--- src/rtl/if_fetch_stage.sv ---
// Instruction-fetch stage: owns the PC, drives a 1-cycle-latency imem,
// and fills the IF/ID register through a 1-entry skid buffer.
module if_fetch_stage #(
    parameter logic [31:0] RESET_PC  = 32'h0000_0000,
    parameter logic [31:0] NOP_INSTR = 32'h0000_0000
) (
    input  logic        clk,
    input  logic        rst,
    input  logic        stall,
    input  logic        redirect,
    input  logic [31:0] redirect_pc,
    output logic        imem_req,
    output logic [31:0] imem_addr,
    input  logic [31:0] imem_rdata,
    output logic        if_id_valid,
    output logic [31:0] if_id_instr,
    output logic [31:0] if_id_pc,
    output logic [31:0] if_id_pc_plus4
);

    logic [31:0] pc_q, pc_d;
    logic        inflight_v_q, inflight_v_d;
    logic [31:0] inflight_pc_q, inflight_pc_d;
    logic        skid_v_q, skid_v_d;
    logic [31:0] skid_instr_q, skid_instr_d;
    logic [31:0] skid_pc_q, skid_pc_d;
    logic        if_id_valid_q, if_id_valid_d;
    logic [31:0] if_id_instr_q, if_id_instr_d;
    logic [31:0] if_id_pc_q, if_id_pc_d;
    logic [31:0] if_id_pc_plus4_q, if_id_pc_plus4_d;

    logic        src_v;
    logic [31:0] src_instr;
    logic [31:0] src_pc;

    // Oldest pending word: the skid always predates anything in flight.
    always_comb begin
        src_v     = 1'b0;
        src_instr = NOP_INSTR;
        src_pc    = if_id_pc_q;
        if (skid_v_q) begin
            src_v     = 1'b1;
            src_instr = skid_instr_q;
            src_pc    = skid_pc_q;
        end else if (inflight_v_q) begin
            src_v     = 1'b1;
            src_instr = imem_rdata;
            src_pc    = inflight_pc_q;
        end
    end

    always_comb begin
        pc_d             = pc_q;
        inflight_v_d     = inflight_v_q;
        inflight_pc_d    = inflight_pc_q;
        skid_v_d         = skid_v_q;
        skid_instr_d     = skid_instr_q;
        skid_pc_d        = skid_pc_q;
        if_id_valid_d    = if_id_valid_q;
        if_id_instr_d    = if_id_instr_q;
        if_id_pc_d       = if_id_pc_q;
        if_id_pc_plus4_d = if_id_pc_plus4_q;

        if (redirect) begin
            pc_d          = {redirect_pc[31:2], 2'b00};
            inflight_v_d  = 1'b0;
            skid_v_d      = 1'b0;
            if_id_valid_d = 1'b0;
            if_id_instr_d = NOP_INSTR;
        end else if (stall) begin
            if (inflight_v_q) begin
                skid_v_d     = 1'b1;
                skid_instr_d = imem_rdata;
                skid_pc_d    = inflight_pc_q;
                inflight_v_d = 1'b0;
            end
        end else begin
            if_id_valid_d    = src_v;
            if_id_instr_d    = src_v ? src_instr : NOP_INSTR;
            if_id_pc_d       = src_pc;
            if_id_pc_plus4_d = src_pc + 32'd4;
            skid_v_d         = 1'b0;
            inflight_v_d     = 1'b1;
            inflight_pc_d    = pc_q;
            pc_d             = pc_q + 32'd4;
        end
    end

    always_ff @(posedge clk) begin
        if (rst) begin
            pc_q             <= RESET_PC;
            inflight_v_q     <= 1'b0;
            inflight_pc_q    <= 32'd0;
            skid_v_q         <= 1'b0;
            skid_instr_q     <= 32'd0;
            skid_pc_q        <= 32'd0;
            if_id_valid_q    <= 1'b0;
            if_id_instr_q    <= NOP_INSTR;
            if_id_pc_q       <= 32'd0;
            if_id_pc_plus4_q <= 32'd0;
        end else begin
            pc_q             <= pc_d;
            inflight_v_q     <= inflight_v_d;
            inflight_pc_q    <= inflight_pc_d;
            skid_v_q         <= skid_v_d;
            skid_instr_q     <= skid_instr_d;
            skid_pc_q        <= skid_pc_d;
            if_id_valid_q    <= if_id_valid_d;
            if_id_instr_q    <= if_id_instr_d;
            if_id_pc_q       <= if_id_pc_d;
            if_id_pc_plus4_q <= if_id_pc_plus4_d;
        end
    end

    assign imem_req       = !rst && !redirect && !stall;
    assign imem_addr      = pc_q;
    assign if_id_valid    = if_id_valid_q;
    assign if_id_instr    = if_id_instr_q;
    assign if_id_pc       = if_id_pc_q;
    assign if_id_pc_plus4 = if_id_pc_plus4_q;

endmodule

--- config.mk ---
export PLATFORM = sky130hd
export DESIGN_NAME = if_fetch_stage
export DESIGN_NICKNAME = d
export VERILOG_FILES = /design/src/rtl/if_fetch_stage.sv
export SDC_FILE = /design/constraint.sdc
export NUM_CORES = 1
export LEC_CHECK = 0
export ABC_CLOCK_PERIOD_IN_PS = 3600
export BUFFER_PORTS_ARGS = -buffer_cell sky130_fd_sc_hd__buf_2
export CORE_ASPECT_RATIO = 2
export CORE_MARGIN = 3
export CORE_UTILIZATION = 35
export CTS_CLUSTER_SIZE = 12
export DETAILED_ROUTE_END_ITERATION = 8
export SYNTH_ARGS = -nofsm -noshare
export SYNTH_HDL_FRONTEND = slang
export SYNTH_SLANG_ARGS = --single-unit
--- constraint.sdc ---
create_clock -name clk -period 3.6 [get_ports clk]
set_clock_uncertainty 0.2 [all_clocks]
set_input_delay 0.36 -clock clk [delete_from_list [all_inputs] [get_ports clk]]
set_output_delay 0.36 -clock clk [all_outputs]
set_load 0.02 [all_outputs]
== Yosys cells after proc, flatten, opt, wreduce, memory -nomap -nowiden ==
Cells that the tools add are included.

* Output and inout port bits: 130
* Bits in registers: 227
* RAM bits: 0
* Bits in latches: 0
* Memories kept: 0
* Bits in read-only memories: 0
* Word-level logic and storage cells: 35

* Bitwise operators: 2
* Equal/unequal tests: 1
* Reduce and logical (&&, ||, !) cells: 9
* Multiplexer cells: 10
* $lt $le $gt $ge: 0
* Divide/modulo/power cells: 0
* Shift-type cells: 0
* Add/subtract/negate cells: 2
* Multiply operators: 0

{| class="wikitable"
|+ Operators by type and width
! cell !! count
|-
| two-way mux 32 bit || 7
|-
| adder 32 x 3 -> 32 bit (second input constant) || 2
|-
| zero test 1 bit || 3
|-
| two-way mux 1 bit || 3
|-
| AND reduction 3 bit || 1
|-
| OR reduction 3 bit || 1
|-
| logical AND 1 bit || 2
|-
| != test 2 x 1 -> 1 bit (second input constant) || 1
|-
| inverter 1 bit || 2
|-
| AND reduction 2 bit || 1
|-
| OR reduction 2 bit || 1
|}

== Longest topological paths before layout ==
* Word-level depth: 3
* Depth in mapped cells: 11

== Worst setup path before layout ==
OpenSTA, ideal clock, no wires.

* Path kind: register to register
* Start: reg inflight_v_q
* End: reg if_id_pc_plus4_q[26] (netlist: if_id_pc_plus4[26])
* Setup time: 0.091 ns
* Cell stages (with the launch flop): 12
* Period minus slack after synthesis: 2.520 ns
* Slack: 1.080 ns
* Data arrival time: 2.229 ns
* Path buffers: 2
* Cells stage by stage: dfxtp_1 > buf_6 > buf_12 > mux2_1 > mux2i_2 > inv_1 > ha_1 > inv_1 > nor2_1 > nand3_1 > or4_1 > a311oi_1

* Word-level cells in the longest chain between the ends: 3

{| class="wikitable"
|+ Ends and longest elaborated chain
! what !! RTL line !! source
|-
| from (decl) || 22 || <nowiki>logic inflight_v_q, inflight_v_d;</nowiki>
|-
| from (signal assigned) || 103 || <nowiki>inflight_v_q <= inflight_v_d;</nowiki>
|-
| two-way mux 32 bit || 45 || <nowiki>end else if (inflight_v_q) begin</nowiki>
|-
| two-way mux 32 bit || 41 || <nowiki>if (skid_v_q) begin</nowiki>
|-
| named net src_pc[2] || 34 || <nowiki>logic [31:0] src_pc;</nowiki>
|-
| adder 32 x 3 -> 32 bit || 81 || <nowiki>if_id_pc_plus4_d = src_pc + 32'd4;</nowiki>
|-
| to (signal assigned) || 111 || <nowiki>if_id_pc_plus4_q <= if_id_pc_plus4_d;</nowiki>
|-
| to (decl) || 30 || <nowiki>logic [31:0] if_id_pc_plus4_q, if_id_pc_plus4_d;</nowiki>
|}

The timed path passes the listed nets, and every way through them passes these cells.
A chain may end at the register's enable or synchronous reset.

== Final worst setup path ==
* Start: reg inflight_v_q
* End: reg if_id_pc_plus4_q[27] (netlist: if_id_pc_plus4[27])

* Word-level cells in the longest chain between the ends: 3

{| class="wikitable"
|+ Ends and longest elaborated chain
! what !! RTL line
|-
| two-way mux 32 bit || 45
|-
| two-way mux 32 bit || 41
|-
| adder 32 x 3 -> 32 bit || 81
|}

Every way passes these cells.

==> flow_summary.json <==
{
  "grt_usage_pct": 18.8,
  "crit_path_start_kind": "flip-flop",
  "fin_tns_setup_ns": 0,
  "slowest_stage": "o21ai_0",
  "clk_pin_slew_ns": 0.06,
  "worst_slew_pin_slew_ns": 0.867,
  "fin_ws_ns": 0.346,
  "numPortBuffers": 189,
  "initial_core_util_pct": 35.8,
  "finalSetupViolations": 0,
  "ys_async_sr_fraction_pct": 0,
  "core_sq_um": 27000,
  "grt_max_degree": 80,
  "timing.fmax_mhz": 307,
  "crit_required_ns": 3.81,
  "ys_top_cells_by_area": "dfxtp_1, nand2_1, a21oi_1, mux2i_1, nor2_1",
  "die_area_sq_um": 29700,
  "row_count": 85,
  "ys.flop_type": "dfxtp_1",
  "synth_top_cell_by_area": "dfxtp_1",
  "clock_sinks": 217,
  "synth_top_area_share_pct": 45.0,
  "grt_pass1_vias": 8298,
  "power_density_nw_per_um2": 427,
  "clk_latency_ns": 0.51,
  "cpPeakStageDelay_ns": 0.66,
  "fill_cells": 2725,
  "antenna_found_initial": 0,
  "synth_cells": 1197,
  "ir_worst_vdd_mv": 0.350,
  "worstSetupPathType": "flip-flop to flip-flop",
  "synth_edf_count": 0,
  "wl_per_cell_microns": 16.2,
  "routed_wirelength_mm": 28.5,
  "fin_crit_sh_pct": 90.4,
  "cts_tree": "done",
  "cts_buffer_depth": 3,
  "place_congestion": 0.890,
  "yosysWarnings": 0,
  "maxCapViolations": 0,
  "drtAntennaViolNets": 0,
  "yosysMostFrequentCell": "nand2_1",
  "slew_violations": 0,
  "via_per_inst": 5.01,
  "dr.pass1.iters": 5,
  "critPathMaxFanout": 23,
  "max_slew_margin_pct": 42.2,
  "drc": 0,
  "design_area_sq_um": 12100,
  "place_area_sq_um": 10800,
  "ys_top_cells_by_count": "nand2_1, dfxtp_1, a21oi_1",
  "dp.cells": 1666,
  "synth.distinct_cells": 56,
  "syn_area_per_cell_sq_um": 8.07,
  "ys_ff_latch": 217,
  "drt_iter0_markers": 455,
  "die_h_microns": 241,
  "cts-root-buf": "clkbuf_16",
  "vias": 8833,
  "endpoint_kind": "flip-flop",
  "stdcell_count": 1762,
  "overflow": 0,
  "hold_viol": 0,
  "hpwl_mm": 19.9,
  "cts_max_level": 1,
  "fin_crit_ns": 3.25,
  "synth.yosys.seq_area_share_pct": 45.0,
  "cp_cell_sequence": "buf_4, mux2i_1, o21ai_0, nand3_1, o311a_1, nor4_1",
  "post-route-util_pct": 44.9,
  "die_w_microns": 123,
  "crit_arrival_ns": 3.46,
  "grt_pass1_wl_mm": 44.4,
  "hold_path_class": "primary input to flip-flop",
  "pre_cts_ws_ns": 0.393,
  "ios": 198,
  "area_growth_pct": 25.6,
  "diodes": 0,
  "drive_gt1_share_pct": 19.4,
  "numCtsBuffers": 23,
  "rsz0062_at_grt": "no",
  "layout.nets": 1475,
  "status": "completed",
  "p_leak_nw": 4.59,
  "syn_area_sq_um": 9660
}
## cells by family (layout without fill, tap and decap cells)
| kind of cell | Yosys count | in the layout | share of synthesized area [%] |
|---|---|---|---|
| fa+ha+maj | 2 | 2 | 0.259 |
| buf+inv | 103 | 315 | 4.94 |
| compound gates | 259 | 259 | 15.4 |
| mux | 77 | 77 | 8.24 |
| simple gates | 502 | 502 | 22.9 |
| flops | 217 | 217 | 45.0 |
| xor+xnor | 36 | 36 | 3.26 |
| other cells | 1 | 6 | 0.0388 |
## sequential cells by signal, summed over array words and instances (netlist names)
| signal | count |
|---|---|
| if_id_valid | 1 |
| skid_v_q | 1 |
| imem_addr | 30 |
| if_id_instr | 32 |
| if_id_pc | 30 |
| inflight_v_q | 1 |
| if_id_pc_plus4 | 30 |
| skid_instr_q | 32 |
| skid_pc_q | 30 |
| inflight_pc_q | 30 |
## stage by stage
stage / power, W / hold slack (ns)
3_3_place_gp: 0.00296 / 0.229
4_1_cts: 0.00527 / 0.0172
5_1_grt: 0.00540 / 0.0388
6_report: 0.00519 / 0.0378
2_1_floorplan: 0.00281 / 0.236
3_5_place_dp: 0.00296 / 0.237
## worst paths after layout
| kind | slack [ns] | start | cells after the start | end |
|---|---|---|---|---|
| min | 0.04 | rst | 2 | skid_instr_q[29] |
| max | 0.35 | inflight_v_q | 6 | if_id_pc_plus4[27] |
| max reg2reg | 0.35 | inflight_v_q | 6 | if_id_pc_plus4[27] |
| min reg2reg | 0.24 | if_id_valid | 2 | if_id_valid |
## power by group
part | total, W | internal [W] | switching [W]
logic | 0.000436 | 0.000178 | 0.000257
registers | 0.00252 | 0.00246 | 0.0000601
clock network | 0.00223 | 0.00129 | 0.000940
## layout make-up
type | instances | area (sq um) | area share, %
clock inverters | 3 | 42.5 | 0.351
flip-flops and latches | 217 | 4350 | 35.8
repair buffers | 273 | 1760 | 14.5
inverters | 8 | 30.0 | 0.247
well taps | 348 | 435 | 3.59
multi-input cells | 882 | 4880 | 40.2
clock buffers | 31 | 636 | 5.24
## layout by cell type (no fill, tap or decap), drive strengths merged, types with 8 or more instances in the layout
cell,instances
and3,8
inv,8
nor2,88
a211oi,25
xnor2,21
nor4,20
buf,211
nand2,305
nand3,21
nor3,8
nand4,13
mux2,11
or3,8
dfxtp,217
dlygate4sd3,62
mux2i,66
o21ai,61
a21oi,139
clkbuf,31
xor2,15
## critical path, delay by kind of cell (launching register included)
kind / cells / cell delay, ns
multiplexers: 1 / 0.13
buffers and inverters: 1 / 0.43
flip-flops: 1 / 0.59
AO/OA/AOI/OAI: 2 / 1.10
AND/OR/NAND/NOR: 2 / 0.68
## metal layers
layer,vias to the layer above,track usage (%),wire [microns]
met2,216,35.9,15500
met4,0,7.13,788
met3,35,2.44,1380
met1,4077,20.6,10900
li1,4505,-,-
met5,-,0,0
## what timing repair did
| action | CTS | global route |
|---|---|---|
| resized for setup | 0 | 0 |
| hold buffers | 62 | 0 |
| setup buffers | 0 | 0 |
| hold endpoints to repair | 94 | 0 |
| setup endpoints to repair | 0 | 0 |
Power figures use the tool's default switching activity.
